### src/rtl/mmss_timer_ctrl_pkg.sv
// Shared types and helpers for the mm:ss timer: state codes, BCD widths and
// two-digit BCD increment/decrement helpers.
package mmss_timer_ctrl_pkg;

    localparam int BCD_W  = 4;
    localparam int MMSS_W = 16;

    typedef enum logic [2:0] {
        TIMER_READY   = 3'd0,
        TIMER_RUNNING = 3'd1,
        TIMER_PAUSED  = 3'd2,
        TIMER_DONE    = 3'd3,
        TIMER_SETTING = 3'd4
    } timer_state_e;

    function automatic logic [2*BCD_W-1:0] to_bcd8(input int unsigned v);
        return {BCD_W'((v / 10) % 10), BCD_W'(v % 10)};
    endfunction

    // Callers guarantee the value is below 99 (resp. above 00).
    function automatic logic [7:0] bcd8_inc(input logic [7:0] v);
        if (v[3:0] == 4'd9) return {v[7:4] + 4'd1, 4'd0};
        return {v[7:4], v[3:0] + 4'd1};
    endfunction

    function automatic logic [7:0] bcd8_dec(input logic [7:0] v);
        if (v[3:0] == 4'd0) return {v[7:4] - 4'd1, 4'd9};
        return {v[7:4], v[3:0] - 4'd1};
    endfunction

endpackage

### src/rtl/bcd_mmss_stepper.sv
// Combinational one-second step of a BCD {mm,ss} word, up or down, with
// seconds wrap/borrow and minutes wrapping at MIN_MAX.
module bcd_mmss_stepper
    import mmss_timer_ctrl_pkg::*;
#(
    parameter int MIN_MAX = 59
) (
    input  logic [MMSS_W-1:0] cur,
    input  logic              up,
    output logic [MMSS_W-1:0] nxt
);

    localparam logic [7:0] MM_MAX = to_bcd8(MIN_MAX);

    logic [7:0] mm;
    logic [7:0] ss;

    assign mm = cur[15:8];
    assign ss = cur[7:0];

    always_comb begin
        nxt = cur;
        if (up) begin
            if (ss == 8'h59) begin
                nxt[7:0]  = 8'h00;
                nxt[15:8] = (mm == MM_MAX) ? 8'h00 : bcd8_inc(mm);
            end else begin
                nxt[7:0] = bcd8_inc(ss);
            end
        end else begin
            if (ss == 8'h00) begin
                nxt[7:0]  = 8'h59;
                nxt[15:8] = (mm == 8'h00) ? MM_MAX : bcd8_dec(mm);
            end else begin
                nxt[7:0] = bcd8_dec(ss);
            end
        end
    end

endmodule

### src/rtl/mmss_timer_ctrl.sv
// mm:ss up/down timer core with 1 s prescaler, setting mode and DONE state.
// Optional DONE_BLINK_EN: blank blinks at ~1 Hz while in DONE.
module mmss_timer_ctrl
    import mmss_timer_ctrl_pkg::*;
#(
    parameter int CLK_DIV   = 100_000_000,
    parameter int MIN_MAX   = 59,
    parameter int RESET_MIN = 1,
    parameter int RESET_SEC = 0
) (
    input  logic       clk,
    input  logic       rst,
    input  logic       mode_switch,
    input  logic       pause,
    input  logic       restart,
    input  logic       inc_min,
    input  logic       inc_sec,
    input  logic       dir,
    output logic [7:0] q_min,
    output logic [7:0] q_sec,
    output logic [2:0] state,
    output logic       tick,
    output logic       done,
    output logic       blank
);

    localparam int              PW         = $clog2(CLK_DIV);
    localparam logic [PW-1:0]   PRESC_LAST = PW'(CLK_DIV - 1);
    localparam logic [7:0]      MM_MAX     = to_bcd8(MIN_MAX);
    localparam logic [MMSS_W-1:0] RST_MMSS = {to_bcd8(RESET_MIN), to_bcd8(RESET_SEC)};

    timer_state_e      st, st_nxt;
    logic [PW-1:0]     presc, presc_nxt;
    logic [MMSS_W-1:0] cnt, cnt_nxt, tgt, tgt_nxt, step_val, reload;
    logic              dir_q, dir_nxt, step_en, at_end;

    assign state  = st;
    assign reload = dir ? '0 : tgt;

    bcd_mmss_stepper #(.MIN_MAX(MIN_MAX)) u_step (
        .cur (cnt),
        .up  (dir_q),
        .nxt (step_val)
    );

    assign at_end = dir_q ? (step_val == tgt) : (step_val == '0);

    always_comb begin
        st_nxt  = st;
        step_en = 1'b0;
        if (mode_switch) begin
            st_nxt = TIMER_SETTING;
        end else begin
            unique case (st)
                TIMER_SETTING: st_nxt = TIMER_READY;
                TIMER_READY: begin
                    // target 00:00 is already the end value in either direction
                    if (restart)    st_nxt = TIMER_READY;
                    else if (pause) st_nxt = (tgt == '0) ? TIMER_DONE : TIMER_RUNNING;
                end
                TIMER_RUNNING: begin
                    if (restart)      st_nxt = TIMER_READY;
                    else if (pause)   st_nxt = TIMER_PAUSED;
                    else if (presc == PRESC_LAST) begin
                        step_en = 1'b1;
                        if (at_end) st_nxt = TIMER_DONE;
                    end
                end
                TIMER_PAUSED: begin
                    if (restart)    st_nxt = TIMER_READY;
                    else if (pause) st_nxt = TIMER_RUNNING;
                end
                TIMER_DONE: if (restart) st_nxt = TIMER_READY;
                default: st_nxt = TIMER_READY;
            endcase
        end
    end

    always_comb begin
        // phase survives a pause/resume; anything else outside RUNNING restarts it
        if (st == TIMER_RUNNING && (st_nxt == TIMER_RUNNING || st_nxt == TIMER_DONE))
            presc_nxt = (presc == PRESC_LAST) ? '0 : presc + 1'b1;
        else if (st_nxt == TIMER_RUNNING || st_nxt == TIMER_PAUSED)
            presc_nxt = presc;
        else
            presc_nxt = '0;

        if (step_en)
            cnt_nxt = step_val;
        else if (st == TIMER_READY || st_nxt == TIMER_READY || st_nxt == TIMER_SETTING)
            cnt_nxt = reload;
        else
            cnt_nxt = cnt;

        dir_nxt = (st == TIMER_READY && (st_nxt == TIMER_RUNNING || st_nxt == TIMER_DONE))
                  ? dir : dir_q;

        tgt_nxt = tgt;
        if (st == TIMER_SETTING && mode_switch) begin
            if (inc_min) tgt_nxt[15:8] = (tgt[15:8] == MM_MAX) ? 8'h00 : bcd8_inc(tgt[15:8]);
            if (inc_sec) tgt_nxt[7:0]  = (tgt[7:0] == 8'h59)   ? 8'h00 : bcd8_inc(tgt[7:0]);
        end
    end

    always_ff @(posedge clk or negedge rst) begin
        if (!rst) begin
            st    <= TIMER_READY;
            presc <= '0;
            tgt   <= RST_MMSS;
            cnt   <= RST_MMSS;
            dir_q <= 1'b0;
            q_min <= RST_MMSS[15:8];
            q_sec <= RST_MMSS[7:0];
            tick  <= 1'b0;
            done  <= 1'b0;
        end else begin
            st    <= st_nxt;
            presc <= presc_nxt;
            tgt   <= tgt_nxt;
            cnt   <= cnt_nxt;
            dir_q <= dir_nxt;
            q_min <= (st_nxt == TIMER_SETTING) ? tgt_nxt[15:8] : cnt_nxt[15:8];
            q_sec <= (st_nxt == TIMER_SETTING) ? tgt_nxt[7:0]  : cnt_nxt[7:0];
            tick  <= step_en;
            done  <= (st_nxt == TIMER_DONE);
        end
    end

`ifdef DONE_BLINK_EN
    localparam int            HALF       = CLK_DIV / 2;
    localparam int            BW         = (HALF > 1) ? $clog2(HALF) : 1;
    localparam logic [BW-1:0] BLINK_LAST = BW'(HALF - 1);

    logic [BW-1:0] bcnt;

    always_ff @(posedge clk or negedge rst) begin
        if (!rst) begin
            bcnt  <= '0;
            blank <= 1'b0;
        end else if (st_nxt != TIMER_DONE || st != TIMER_DONE) begin
            bcnt  <= '0;
            blank <= 1'b0;
        end else if (bcnt == BLINK_LAST) begin
            bcnt  <= '0;
            blank <= ~blank;
        end else begin
            bcnt  <= bcnt + 1'b1;
        end
    end
`else
    assign blank = 1'b0;
`endif

endmodule
### config.mk
export PLATFORM = sky130hd
export DESIGN_NAME = mmss_timer_ctrl
export DESIGN_NICKNAME = d
export VERILOG_FILES = /design/src/rtl/mmss_timer_ctrl_pkg.sv /design/src/rtl/bcd_mmss_stepper.sv /design/src/rtl/mmss_timer_ctrl.sv
export SDC_FILE = /design/constraint.sdc
export NUM_CORES = 1
export LEC_CHECK = 0
export CORE_ASPECT_RATIO = 0.8
export CORE_MARGIN = 8
export CORE_UTILIZATION = 57
export DETAILED_ROUTE_END_ITERATION = 7
export PLACE_DENSITY_LB_ADDON = 0.3
export SYNTH_ARGS = -nofsm -noshare
export SYNTH_HDL_FRONTEND = slang
export SYNTH_HIERARCHICAL = 1
export SYNTH_SLANG_ARGS = --single-unit
### constraint.sdc
create_clock -name clk -period 8.2 [get_ports clk]
set_input_delay 1.64 -clock clk [delete_from_list [all_inputs] [get_ports clk]]
set_output_delay 1.64 -clock clk [all_outputs]
set_load 0.02 [all_outputs]
# After elaboration in Yosys (flattened, before gate mapping)
# Index checks and enable logic that the tools add are counted.
# totals
ff_bits	81
input_bits	8
output_inout_bits	22
elab_cells	124
# op_classes
addsub	13
eq_ne	19
muxes	68
n_reduce_logical	15
# ops
op	n
two-way mux 8 bit	24
two-way mux 27 bit	3
two-way mux 16 bit	5
adder 4 x 1 -> 4 bit, second input constant	8
equality test 8 x 7 -> 1 bit, second input constant	4
logical NOT 16 bit	2
two-way mux 3 bit	10
adder 27 x 1 -> 27 bit, second input constant	1
equality test 27 bit, second input constant	1
two-way mux 1 bit	24
equality test 16 bit	1
equality test 4 bit, second input constant	4
logical NOT 8 bit	2
subtractor 4 x 1 -> 4 bit, second input constant	4
equality test 3 x 2 -> 1 bit, second input constant	4
case mux 3 bit (4 select lines)	1
logical NOT 4 bit	2
equality test 3 x 1 -> 1 bit, second input constant	2
equality test 3 bit, second input constant	2
logical NOT 3 bit	2
logical OR 1 bit	4
logical AND 1 bit	3
two-way mux 2 bit	1
!= test 2 bit, second input constant	1

# Depth between registers and ports, before layout
# Gate-level depths: netlist of run 1.
# depth
depth_word	22
depth_mapped	17
depth_no_buf	14

# Hierarchy
# Netlist of run 1, hierarchy kept.
# by_module_without_submodules
module	instances	cells_each	area_per_inst_um2	seq_area_each_um2
mmss_timer_ctrl	1	493	4464.3	2030.7
bcd_mmss_stepper	1	137	1022.2	0.0

# Worst setup path before layout of run 1
# No wires, ideal clock.
# synth_timing
path_kind	reg2reg
start	register cnt[0]
end	register cnt[15]
setup_ps	137
arrival_ps	3364
required_time_ps	8063
slack_ps	4699
path_stages_with_launch	17
n_path_buf	2
synth_period_minus_slack_ps	3501
path_cell_list	dfrtp_1 -> inv_1 -> ha_1 -> nor3b_4 -> and2_4 -> nand2_1 -> mux4_2 -> xor2_1 -> nor4_1 -> nand3_1 -> nor3_2 -> or4_4 -> a21boi_2 -> buf_6 -> buf_8 -> mux2i_1 -> a21oi_1
# synth_via
elab_cells_between_ends	34
cone_classes	2 x add/sub; 4 x eq/ne; 22 x mux; 6 x reduce/logical
# synth_rtl
element	line	source
start: declaration	mmss_timer_ctrl.sv:34	logic [MMSS_W-1:0] cnt, cnt_nxt, tgt, tgt_nxt, step_val, reload;
start signal: assignment	mmss_timer_ctrl.sv:120	cnt <= cnt_nxt;
equality test 8 x 7 -> 1 bit / logical NOT 8 bit (equally long branches)	bcd_mmss_stepper.sv:24, bcd_mmss_stepper.sv:31	
two-way mux 8 bit (on tied branches)	bcd_mmss_stepper.sv:24, bcd_mmss_stepper.sv:31	
two-way mux 16 bit (*)	bcd_mmss_stepper.sv:23	if (up) begin
via step_val[8]	mmss_timer_ctrl.sv:34	
equality test 16 bit / logical NOT 16 bit (equally long branches)	mmss_timer_ctrl.sv:46	assign at_end = dir_q ? (step_val == tgt) : (step_val == '0);
two-way mux 1 bit (*)	mmss_timer_ctrl.sv:46	
two-way mux 3 bit (*)	mmss_timer_ctrl.sv:66	if (at_end) st_nxt = TIMER_DONE;
two-way mux 3 bit (*)	mmss_timer_ctrl.sv:64	else if (presc == PRESC_LAST) begin
[... 2 more ...]	--	
case mux 3 bit (4 select lines) (*)	mmss_timer_ctrl.sv:54	unique case (st)
two-way mux 3 bit (*)	mmss_timer_ctrl.sv:51	if (mode_switch) begin
logical NOT 3 bit	mmss_timer_ctrl.sv:90	else if (st == TIMER_READY || st_nxt == TIMER_READY || st_nxt == TIMER_SETTING)
logical OR 1 bit	mmss_timer_ctrl.sv:90	
logical OR 1 bit (*)	mmss_timer_ctrl.sv:90	
two-way mux 16 bit (*)	mmss_timer_ctrl.sv:90	
two-way mux 16 bit (*)	mmss_timer_ctrl.sv:88	if (step_en)
via cnt_nxt[15]	mmss_timer_ctrl.sv:34	
# Mark *: on every way through the listed nets, which the timed path passes. The rest lies on a longest branch. The select of a mux whose other input is x is not followed.
# A chain may end at the register's enable or synchronous reset.

# Worst setup path after layout of run 1
# layout_timing
start	register dir_q
end	register cnt[5]
# layout_via
elab_chain_cells	14
elab_cells_between_ends	16
cone_classes	2 x eq/ne; 10 x mux; 4 x reduce/logical
# layout_lines
element	line	source
start: declaration	mmss_timer_ctrl.sv:35	logic dir_q, dir_nxt, step_en, at_end;
start signal: assignment	mmss_timer_ctrl.sv:121	dir_q <= dir_nxt;
two-way mux 16 bit (*)	bcd_mmss_stepper.sv:23	
via step_val[15]	mmss_timer_ctrl.sv:34	
equality test 16 bit / logical NOT 16 bit (equally long branches)	mmss_timer_ctrl.sv:46	
two-way mux 1 bit (*)	mmss_timer_ctrl.sv:46	
two-way mux 3 bit (*)	mmss_timer_ctrl.sv:66	
two-way mux 3 bit (*)	mmss_timer_ctrl.sv:64	
two-way mux 3 bit (*)	mmss_timer_ctrl.sv:63	else if (pause) st_nxt = TIMER_PAUSED;
two-way mux 3 bit (*)	mmss_timer_ctrl.sv:62	if (restart) st_nxt = TIMER_READY;
case mux 3 bit (4 select lines) (*)	mmss_timer_ctrl.sv:54	
two-way mux 3 bit (*)	mmss_timer_ctrl.sv:51	
logical NOT 3 bit	mmss_timer_ctrl.sv:90	
logical OR 1 bit	mmss_timer_ctrl.sv:90	
logical OR 1 bit (*)	mmss_timer_ctrl.sv:90	
two-way mux 16 bit (*)	mmss_timer_ctrl.sv:90	
two-way mux 16 bit (*)	mmss_timer_ctrl.sv:88	
via cnt_nxt[5]	mmss_timer_ctrl.sv:34	
# Mark *: on every way through the listed nets, which the timed path passes. The rest lies on a longest branch.

==> reports/metrics.json, run 1 <==
{
  "status": {"value": "finished clean"},
  "yosys-mux-area-fraction": {"value": 4.54, "unit": "%"},
  "post_synth_num_cell_types": {"value": 74},
  "hold_path.class": {"value": "reg2reg"},
  "timing.critical_path.buf_inv": {"value": 1},
  "numClockSinks": {"value": 81},
  "timing.final.setup_violations": {"value": 0},
  "yosys.area_share.adder": {"value": 6.61, "unit": "%"},
  "clk_path_buf_depth": {"value": 2},
  "timing.critical_path.max_delay_family": {"value": "simple AND/OR/NAND/NOR gates"},
  "route.detailed.drc": {"value": 0},
  "dpl.hpwl": {"value": 10.2, "unit": "mm"},
  "post_layout_net_count": {"value": 677},
  "path_cells": {"value": "nor4b_1, nand4_1, and3_1, or3_1, xor2_1, nor3_1, nand3_1, nor3_2, or4_4, a21boi_2, buf_4, mux2i_1, a21oi_1"},
  "worst-slew-pin-transition": {"value": 1.04, "unit": "ns"},
  "power_density": {"value": 274, "unit": "nW/um^2"},
  "synth_area_leaders": {"value": "dfrtp_1 (36%), ha_1 (6.6%), o21ai_0 (5.9%)"},
  "worst_path_max_delay_cell": {"value": "dfrtp_1"},
  "critical_path_arrival": {"value": 4.53, "unit": "ns"},
  "per_cell_via_count_in_the_routed_design": {"value": 6.64},
  "post-layout-total-power": {"value": 1670, "unit": "uW"},
  "path_clk_slew": {"value": 0.07, "unit": "ns"},
  "clock_tree.htree_level_count": {"value": 3},
  "pin_count_of_the_biggest_net_entering_global_routing": {"value": 82},
  "syn_to_final_growth": {"value": 10.9, "unit": "%"},
  "combinational_family_with_the_most_area_after_synthesis": {"value": "simple AND/OR/NAND/NOR gates"},
  "crit_path_end_kind": {"value": "flop"},
  "drt_pass1_iterations": {"value": 5},
  "clk_latency_worst_skew_pair": {"value": 0.35, "unit": "ns"},
  "synth_flop_cell": {"value": "dfrtp_1"},
  "hold_slack": {"value": 0.487, "unit": "ns"},
  "totalNegativeSetupSlack": {"value": 0, "unit": "ns"},
  "detailroute.via_count": {"value": 5070},
  "yosysWarnings": {"value": 6},
  "postCtsHoldBufs": {"value": 0},
  "yosysSeqAreaShare": {"value": 37.0, "unit": "%"},
  "numCtsBuffers": {"value": 9},
  "netlist_top_cells_count": {"value": "dfrtp_1 (78), o21ai_0 (65), nor2_1 (58)"},
  "cap_viol_max_count": {"value": 0},
  "instances_no_fill": {"value": 764},
  "number_of_synthesized_register_bits": {"value": 81},
  "layout-drive-gt1-share": {"value": 7.29, "unit": "%"},
  "report.final.slew_viol_count": {"value": 0},
  "cts_tree": {"value": "built"},
  "yosys.area_share.simple": {"value": 24.6, "unit": "%"},
  "global_route_wire_length_before_repair": {"value": 24.2, "unit": "mm"},
  "max_ir_drop_vdd": {"value": 221, "unit": "uV"},
  "number_of_antenna_violations_at_the_first_check_in_global_routing": {"value": 0},
  "die_y": {"value": 104, "unit": "um"},
  "dp_worst_setup_slack": {"value": 3.78, "unit": "ns"},
  "post-route-worst-setup-slack": {"value": 3.87, "unit": "ns"},
  "longest_individual_stage_delay_on_the_worst_path": {"value": 0.70, "unit": "ns"},
  "postCtsSetupRepairBufs": {"value": 0},
  "grt_overflow": {"value": 0},
  "cts-root-buf": {"value": "clkbuf_16"},
  "final_antenna_net_count": {"value": 0},
  "synth-xor-area-share": {"value": 3.19, "unit": "%"},
  "gpl.final_weighted_congestion": {"value": 0.899},
  "timing.final.hold_violations": {"value": 0},
  "gr-usage-all-layers": {"value": 22.6, "unit": "%"},
  "synth.largest_area_cell": {"value": "dfrtp_1"},
  "die_area": {"value": 13000, "unit": "um^2"},
  "clock-skew-final": {"value": 0.0129, "unit": "ns"},
  "diode_count": {"value": 0},
  "max_freq": {"value": 231, "unit": "MHz"},
  "fin_crit": {"value": 4.33, "unit": "ns"},
  "cts_resized": {"value": 0},
  "synthesized_cell_area": {"value": 5490, "unit": "um^2"},
  "cellLeakagePower": {"value": 0.00269, "unit": "uW"},
  "crit_fanout": {"value": 26},
  "path_class": {"value": "reg2reg"},
  "synth.top_cell.area_share": {"value": 35.6, "unit": "%"},
  "gate_count_after_technology_mapping": {"value": 630},
  "first_global_vias": {"value": 4788},
  "std_cell_core_area": {"value": 9490, "unit": "um^2"},
  "synth-edff-count": {"value": 0},
  "port_buffers": {"value": 28},
  "timing.critical_path.required": {"value": 8.40, "unit": "ns"},
  "place_inst": {"value": 748},
  "rsz0062_at_grt": {"value": "no"},
  "initial_utilization": {"value": 57.8, "unit": "%"},
  "final.period_utilization": {"value": 52.7, "unit": "%"},
  "top_level_ports": {"value": 30},
  "slew_headroom": {"value": 31.0, "unit": "%"},
  "post_synth.cell_area_avg": {"value": 8.71, "unit": "um^2"},
  "nets_in_the_synthesized_netlist": {"value": 667},
  "synth-async-reset-ratio": {"value": 100, "unit": "%"},
  "synth-compound-area-share": {"value": 19.0, "unit": "%"},
  "die_width": {"value": 126, "unit": "um"},
  "critPathLaunchType": {"value": "flop"},
  "synth_most_common_cell": {"value": "dfrtp_1"},
  "drt_first_iter_violations": {"value": 625},
  "routed_wire_length_per_instance": {"value": 19.2, "unit": "um"},
  "detail_route.wirelength": {"value": 14.7, "unit": "mm"},
  "filler_cell_count": {"value": 777},
  "placement_rows": {"value": 32}
}
## cell type report
type / instances / area [um^2] / area share, %
clock inverters: 4 / 75.1 / 1.23
multi-input cells: 493 / 3180 / 52.3
repair buffers: 31 / 300 / 4.94
well taps: 119 / 149 / 2.45
flip-flops and latches: 81 / 2030 / 33.4
clock buffers: 12 / 256 / 4.22
inverters: 24 / 90.1 / 1.48
## layer usage
layer | GRT usage [%] | vias to the layer above | routed length [um] | share of wire, %
li1 | - | 2343 | - | -
met1 | 31.9 | 2481 | 6880 | 47
met2 | 32.4 | 213 | 6410 | 44
met3 | 6.30 | 33 | 1060 | 7.2
met4 | 7.37 | 0 | 318 | 2.2
met5 | 0 | - | 0 | 0
## flip-flops by register name, summed over array words and instances (netlist names)
| register | cells |
|---|---|
| cnt | 16 |
| done | 1 |
| tick | 1 |
| q_min | 8 |
| state | 3 |
| dir_q | 1 |
| q_sec | 8 |
| tgt | 16 |
| presc | 27 |
## worst reg2reg max path, delay by kind of cell, from the launching register on
family          cells  cell delay (ns)
simple gates        8             2.34
buf+inv             1             0.31
mux                 1             0.37
flops               1             0.70
compound gates      2             0.27
xor+xnor            1             0.21
## power breakdown
part	internal (uW)	switching, uW	leakage [uW]
Sequential	472	112	0.00105
Combinational	262	375	0.00148
Clock	283	163	0.000155
Total	1020	649	0.00269
## through the flow
stage	cell area [um^2]	utilization, %
6_report	6080	64.1
5_1_grt	6080	64.1
4_1_cts	6080	64.1
3_5_place_dp	5750	60.6
3_3_place_gp	5750	60.6
2_1_floorplan	5490	-
## cells in the final DEF (no fill, tap or decap), drive strengths merged, types with 6 or more instances in the layout
cell type	count
dfrtp	78
a31oi	11
nor3	16
nor4	14
nand3	27
o31ai	7
ha	29
inv	24
xor2	17
clkdlybuf4s50	27
o21ai	68
nor2b	10
o22ai	15
or4	6
nand2	37
nor2	59
nand4	17
clkbuf	12
a21oi	46
mux2i	17
and3	15
## kinds of logic after synthesis
family                     count (synthesis)
adders and majority gates                 29
muxes                                     23
buffers and inverters                     56
and+or+nand+nor                          244
other                                      1
AOI/OAI and AO/OA                        176
DFF                                       81
xor gates and xnor gates                  20
## path summary, 6_finish.rpt
| check | from | end | slack [ns] | depth (start not counted) |
|---|---|---|---|---|
| setup / recovery | dir_q | cnt[5] | 3.87 | 13 |
| hold / removal | presc[24] | presc[24] | 0.49 | 1 |
| setup reg to reg | dir_q | cnt[5] | 3.87 | 13 |
| hold reg to reg | presc[24] | presc[24] | 0.49 | 1 |
| max in group asynchronous | rst | presc[16] | 6.06 | 1 |
| min in group asynchronous | rst | cnt[13] | 1.49 | 1 |
(Power assumes the default switching activity.)
==> inputs of run 2 (changes only) <==
clock period = 4.25 ns   (was 8.2 ns; I/O delays follow)
==> run 2 against run 1 <==
  * Hold slack worse by 0.0083 ns
  * Die area stayed put
  * Sequential share of layout area decreased by 0.67 points
  * Register-to-register slack got worse by 3.6 ns
  * Power is 98% higher
  * Core utilization up 1.3 points
  * Clock-buffer cell count is 1 lower
  * Critical path depth rose by 2
  * Non-clock buffer count grew 10
  * Worst setup slack worse by 3.6 ns
  * Via count decreased by 1.0%
  * Clock power is 100% higher
  * Critical endpoint is now q_min[3]
==> reports/metrics.json, run 2 (synthesized netlist as in run 1, its figures left out) <==
{
  "mostFrequentLayoutCell": {"value": "dfrtp_1"},
  "syn_to_final_growth": {"value": 13.2, "unit": "%"},
  "dpl.hpwl": {"value": 10.2, "unit": "mm"},
  "first_global_vias": {"value": 4793},
  "timing.hold.worst.start": {"value": "presc[7]"},
  "die_area": {"value": 13000, "unit": "um^2"},
  "route.detailed.drc": {"value": 0},
  "post_layout_net_count": {"value": 687},
  "post-layout-total-power": {"value": 3300, "unit": "uW"},
  "routed_wire_length_per_instance": {"value": 18.8, "unit": "um"},
  "path_clk_slew": {"value": 0.06, "unit": "ns"},
  "layout_common_cells": {"value": "dfrtp_1 (78), o21ai_0 (65), nor2_1 (58)"},
  "max_freq": {"value": 251, "unit": "MHz"},
  "clock-skew-final": {"value": 0.00679, "unit": "ns"},
  "initial_utilization": {"value": 57.8, "unit": "%"},
  "cellLeakagePower": {"value": 0.00276, "unit": "uW"},
  "power_density": {"value": 532, "unit": "nW/um^2"},
  "number_of_antenna_violations_at_the_first_check_in_global_routing": {"value": 0},
  "worst-slew-pin-transition": {"value": 1.03, "unit": "ns"},
  "gr-usage-all-layers": {"value": 22.2, "unit": "%"},
  "detailroute.via_count": {"value": 5018},
  "std_cell_core_area": {"value": 9490, "unit": "um^2"},
  "top_level_ports": {"value": 30},
  "slew_headroom": {"value": 31.2, "unit": "%"},
  "pin_count_of_the_biggest_net_entering_global_routing": {"value": 82},
  "filler_cell_count": {"value": 777},
  "report.final.slew_viol_count": {"value": 0},
  "regToRegSetupSlack": {"value": 0.27, "unit": "ns"},
  "die_width": {"value": 126, "unit": "um"},
  "crit_end": {"value": "q_min[3]"},
  "clock_tree.htree_level_count": {"value": 3},
  "crit_fanout": {"value": 16},
  "regArea": {"value": 2030, "unit": "um^2"},
  "timing.rr.start": {"value": "cnt[4]"},
  "cts_tree": {"value": "built"},
  "crit_path_end_kind": {"value": "flop"},
  "timing.critical_path.from": {"value": "cnt[4]"},
  "port_buffers": {"value": 28},
  "final_antenna_net_count": {"value": 0},
  "drt_first_iter_violations": {"value": 641},
  "max_ir_drop_vdd": {"value": 360, "unit": "uV"},
  "hold_path.class": {"value": "reg2reg"},
  "path_class": {"value": "reg2reg"},
  "placement_rows": {"value": 32},
  "timing.final.setup_violations": {"value": 0},
  "totalNegativeSetupSlack": {"value": 0, "unit": "ns"},
  "clk_path_buf_depth": {"value": 2},
  "cap_viol_max_count": {"value": 0},
  "per_cell_via_count_in_the_routed_design": {"value": 6.48},
  "global_route_wire_length_before_repair": {"value": 24.1, "unit": "mm"},
  "multi_input_area": {"value": 3210, "unit": "um^2"},
  "numClockSinks": {"value": 81},
  "timing.critical_path.required": {"value": 4.43, "unit": "ns"},
  "gpl.final_weighted_congestion": {"value": 0.907},
  "die_y": {"value": 104, "unit": "um"},
  "layout.cell_area.non_filler": {"value": 6210, "unit": "um^2"},
  "critPathLaunchType": {"value": "flop"},
  "reg.largest.list": {"value": "presc: 27 flops, cnt: 16 flops, tgt: 16 flops"},
  "critical_path_arrival": {"value": 4.16, "unit": "ns"},
  "drt_pass1_iterations": {"value": 5},
  "diode_count": {"value": 0},
  "timing.final.hold_violations": {"value": 0},
  "dpl_cell_area": {"value": 5820, "unit": "um^2"},
  "clk_latency_worst_skew_pair": {"value": 0.33, "unit": "ns"},
  "layout-drive-gt1-share": {"value": 9.16, "unit": "%"},
  "r2r.worst_path.cells": {"value": 15},
  "timing.rr.end": {"value": "q_min[3]"},
  "detail_route.wirelength": {"value": 14.5, "unit": "mm"},
  "final.period_utilization": {"value": 93.7, "unit": "%"},
  "grt_overflow": {"value": 0},
  "cts-root-buf": {"value": "clkbuf_16"},
  "fin_crit": {"value": 3.98, "unit": "ns"},
  "largest_register_ffs": {"value": 27},
  "numCtsBuffers": {"value": 9},
  "postCtsHoldBufs": {"value": 0},
  "max_flop_register": {"value": "presc"},
  "status": {"value": "finished clean"},
  "worst_hold_path.num_cells": {"value": 1}
}
run 2: repair_timing:
action / CTS / global route
buffers inserted: 0 / 3
endpoints found under the setup margin: 0 / 32
resized for setup: 0 / 4
endpoints found under the hold margin: 0 / 0
run 2: cell type report:
cell class / count / share of cell area [%]
clock buffer: 11 / 3.91
clock inverter: 5 / 1.65
inverter: 24 / 1.45
multi-input combinational: 493 / 51.6
sequential: 81 / 32.7
tap: 119 / 2.40
timing repair buffer: 41 / 6.25
run 2: through the flow:
step,setup WS [ns],hold slack (ns),utilization [%],instances
after floorplan,0.749,0.442,-,630
after global placement,0.382,0.465,61.3,755
after detailed placement,0.228,0.479,61.3,755
after CTS,0.190,0.487,65.0,771
after global routing,-0.000846,0.498,65.4,774
final,0.270,0.479,65.4,774
run 2: worst min path at each step:
stage	endpoint	slack, ns
CTS	presc[7]	0.49
floorplan	presc[7]	0.44
global route	presc[7]	0.50
detailed placement	presc[7]	0.48
finish	presc[7]	0.48
global placement	presc[7]	0.47
run 2: routing by layer:
metal  GRT usage, %  part of all wire [%]  up-vias
li1               -                     -     2357
met1           31.1                    46     2453
met2           33.6                    46      195
met3           5.84                   7.6       13
met4           4.60                  0.85        0
met5              0                     0        -
run 2: critical path, stage by stage, from the launching register on:
cell and delay [ns]:
dfrtp_1 0.47, inv_1 0.16, ha_1 0.19, nor4b_1 0.52, nand4_1 0.19, and3_1 0.22, or3_1 0.43, xor2_1 0.20
nor3_1 0.06, nand3_1 0.09, nor3_2 0.05, or4_4 0.50, a21boi_2 0.20, buf_12 0.20, mux2i_1 0.25, a211oi_1 0.11
run 2: report_power, final:
| group | internal, uW | switching [uW] | total (uW) |
|---|---|---|---|
| sequential | 911 | 203 | 1110 |
| clock | 589 | 310 | 899 |
| combinational | 550 | 742 | 1290 |
| total | 2050 | 1250 | 3300 |
==> inputs of run 3 (changes only) <==
CORE_MARGIN = not set   (was 8)
==> run 3 against run 2 <==
  * The flow now finishes with violations (DRC)
  * Final area shrank 0.85%
  * Die area shrank 23%
  * First-iteration DRC count is 35% lower
==> reports/metrics.json, run 3 (synthesized netlist as in run 1, its figures left out) <==
{
  "status": {"value": "complete, but fails checks"},
  "violations_in_the_final_reports": {"value": "DRC"},
  "mostFrequentLayoutCell": {"value": "dfrtp_1"},
  "die_area": {"value": 10000, "unit": "um^2"},
  "slew_headroom": {"value": 30.9, "unit": "%"},
  "diode_count": {"value": 0},
  "max_ir_drop_vdd": {"value": 370, "unit": "uV"},
  "timing.final.setup_violations": {"value": 0},
  "report.final.slew_viol_count": {"value": 0},
  "timing.hold.worst.start": {"value": "presc[7]"},
  "totalNegativeSetupSlack": {"value": 0, "unit": "ns"},
  "clk_path_buf_depth": {"value": 2},
  "post_layout_net_count": {"value": 688},
  "die_width": {"value": 112, "unit": "um"},
  "longest_individual_stage_delay_on_the_worst_path": {"value": 0.62, "unit": "ns"},
  "power_density": {"value": 526, "unit": "nW/um^2"},
  "per_cell_via_count_in_the_routed_design": {"value": 6.57},
  "syn_to_final_growth": {"value": 12.2, "unit": "%"},
  "grt_overflow": {"value": 0},
  "clock_tree.htree_level_count": {"value": 3},
  "postCtsHoldBufs": {"value": 0},
  "first_global_vias": {"value": 4763},
  "hold_slack": {"value": 0.483, "unit": "ns"},
  "layout_common_cells": {"value": "dfrtp_1 (78), o21ai_0 (65), nor2_1 (58)"},
  "die_y": {"value": 89.8, "unit": "um"},
  "route.detailed.drc": {"value": 5},
  "crit_path_end_kind": {"value": "flop"},
  "numClockSinks": {"value": 81},
  "path_clk_slew": {"value": 0.06, "unit": "ns"},
  "crit_end": {"value": "q_min[3]"},
  "std_cell_core_area": {"value": 9190, "unit": "um^2"},
  "reg.largest.list": {"value": "presc: 27 flops, cnt: 16 flops, tgt: 16 flops"},
  "final_antenna_net_count": {"value": 0},
  "drt_pass1_iterations": {"value": 7},
  "hold_path.class": {"value": "reg2reg"},
  "max_freq": {"value": 248, "unit": "MHz"},
  "number_of_antenna_violations_at_the_first_check_in_global_routing": {"value": 0},
  "crit_fanout": {"value": 16},
  "r2r.worst_path.cells": {"value": 14},
  "pin_count_of_the_biggest_net_entering_global_routing": {"value": 82},
  "detailroute.via_count": {"value": 5064},
  "worstSetupPathDepth": {"value": 14},
  "worst_path_max_delay_cell": {"value": "mux4_2"},
  "clock-skew-final": {"value": 0.00446, "unit": "ns"},
  "critPathLaunchType": {"value": "flop"},
  "timing.final.hold_violations": {"value": 0},
  "timing.rr.start": {"value": "cnt[1]"},
  "timing.critical_path.required": {"value": 4.49, "unit": "ns"},
  "timing.critical_path.max_delay_family": {"value": "simple AND/OR/NAND/NOR gates"},
  "global_route_wire_length_before_repair": {"value": 24.3, "unit": "mm"},
  "layout-drive-gt1-share": {"value": 8.69, "unit": "%"},
  "initial_utilization": {"value": 59.7, "unit": "%"},
  "final.period_utilization": {"value": 94.9, "unit": "%"},
  "detail_route.wirelength": {"value": 14.6, "unit": "mm"},
  "timing.rr.end": {"value": "q_min[3]"},
  "dpl.hpwl": {"value": 10.1, "unit": "mm"},
  "critical_path_arrival": {"value": 4.27, "unit": "ns"},
  "rsz0062_at_grt": {"value": "no"},
  "cts_tree": {"value": "built"},
  "max_flop_register": {"value": "presc"},
  "worst-slew-pin-transition": {"value": 1.04, "unit": "ns"},
  "routed_wire_length_per_instance": {"value": 19.0, "unit": "um"},
  "timing.critical_path.buf_inv": {"value": 2},
  "path_class": {"value": "reg2reg"},
  "largest_register_ffs": {"value": 27},
  "cellLeakagePower": {"value": 0.00274, "unit": "uW"},
  "gr-usage-all-layers": {"value": 30.4, "unit": "%"},
  "path_cells": {"value": "inv_1, ha_1, and3b_2, nand3_1, mux4_2, nor4_1, nand4_1, or4_1, nor2_1, or4_4, a21boi_2, buf_12, mux2i_1, a211oi_1"},
  "timing.critical_path.from": {"value": "cnt[1]"},
  "placement_rows": {"value": 31},
  "regToRegSetupSlack": {"value": 0.22, "unit": "ns"},
  "gpl.final_weighted_congestion": {"value": 0.869},
  "clk_latency_worst_skew_pair": {"value": 0.34, "unit": "ns"},
  "fin_crit": {"value": 4.03, "unit": "ns"},
  "top_level_ports": {"value": 30},
  "port_buffers": {"value": 28},
  "cap_viol_max_count": {"value": 0},
  "drt_first_iter_violations": {"value": 419},
  "cts-root-buf": {"value": "clkbuf_16"},
  "numCtsBuffers": {"value": 9}
}
==> run 3: worst min path at each step <==
stage                to  slack, ns  cells past startpoint
2_1_floorplan  presc[7]       0.44                      1
3_3_place_gp   presc[7]       0.47                      1
3_5_place_dp   presc[7]       0.47                      1
4_1_cts        presc[7]       0.48                      1
5_1_grt        presc[7]       0.52                      1
6_report       presc[7]       0.48                      1
==> run 3: worst reg2reg max path: stages (launching register included) <==
cell and delay (ns):
dfrtp_1 0.44, inv_1 0.15, ha_1 0.22, and3b_2 0.36
nand3_1 0.28, mux4_2 0.62, nor4_1 0.27, nand4_1 0.15
or4_1 0.48, nor2_1 0.15, or4_4 0.14, a21boi_2 0.06
buf_12 0.18, mux2i_1 0.15, a211oi_1 0.27
==> run 3: area by class of cell <==
type	count	area, um^2
clock buffers	13	240
clock inverters	3	65.1
fillers	737	3040
inverters	24	90.1
multi-input cells	493	3190
flip-flops and latches	81	2030
well taps	115	144
repair buffers	42	395
==> run 3: power by group <==
| group | switching (uW) | total [uW] | internal [uW] |
|---|---|---|---|
| registers | 207 | 1120 | 911 |
| logic | 747 | 1300 | 549 |
| clock network | 310 | 825 | 515 |
| total | 1260 | 3240 | 1970 |
==> run 3: timing repair <==
action,4_1_cts,5_1_grt
setup buffers,0,5
setup endpoints to repair,0,30
resized for setup,0,2
==> run 3: through the flow <==
stage          utilization (%)  power (uW)  worst slack, ns  instances  instance area, um^2
4_1_cts                   66.5        3180            0.177        766                 6110
3_3_place_gp              63.2        2280            0.403        750                 5810
6_report                  67.0        3240            0.217        771                 6160
3_5_place_dp              63.2        2340            0.244        750                 5810
5_1_grt                   67.0        3400           0.0104        771                 6160
2_1_floorplan                -        1950            0.749        630                 5490
==> run 3: metal layers <==
metal,track usage (%),routed length (um),part of all wire (%),vias up
met1,45.0,6700,46,2445
met3,5.12,1150,7.8,17
met5,0,0,0,-
li1,-,-,-,2358
met4,9.46,204,1.4,0
met2,45.4,6590,45,244
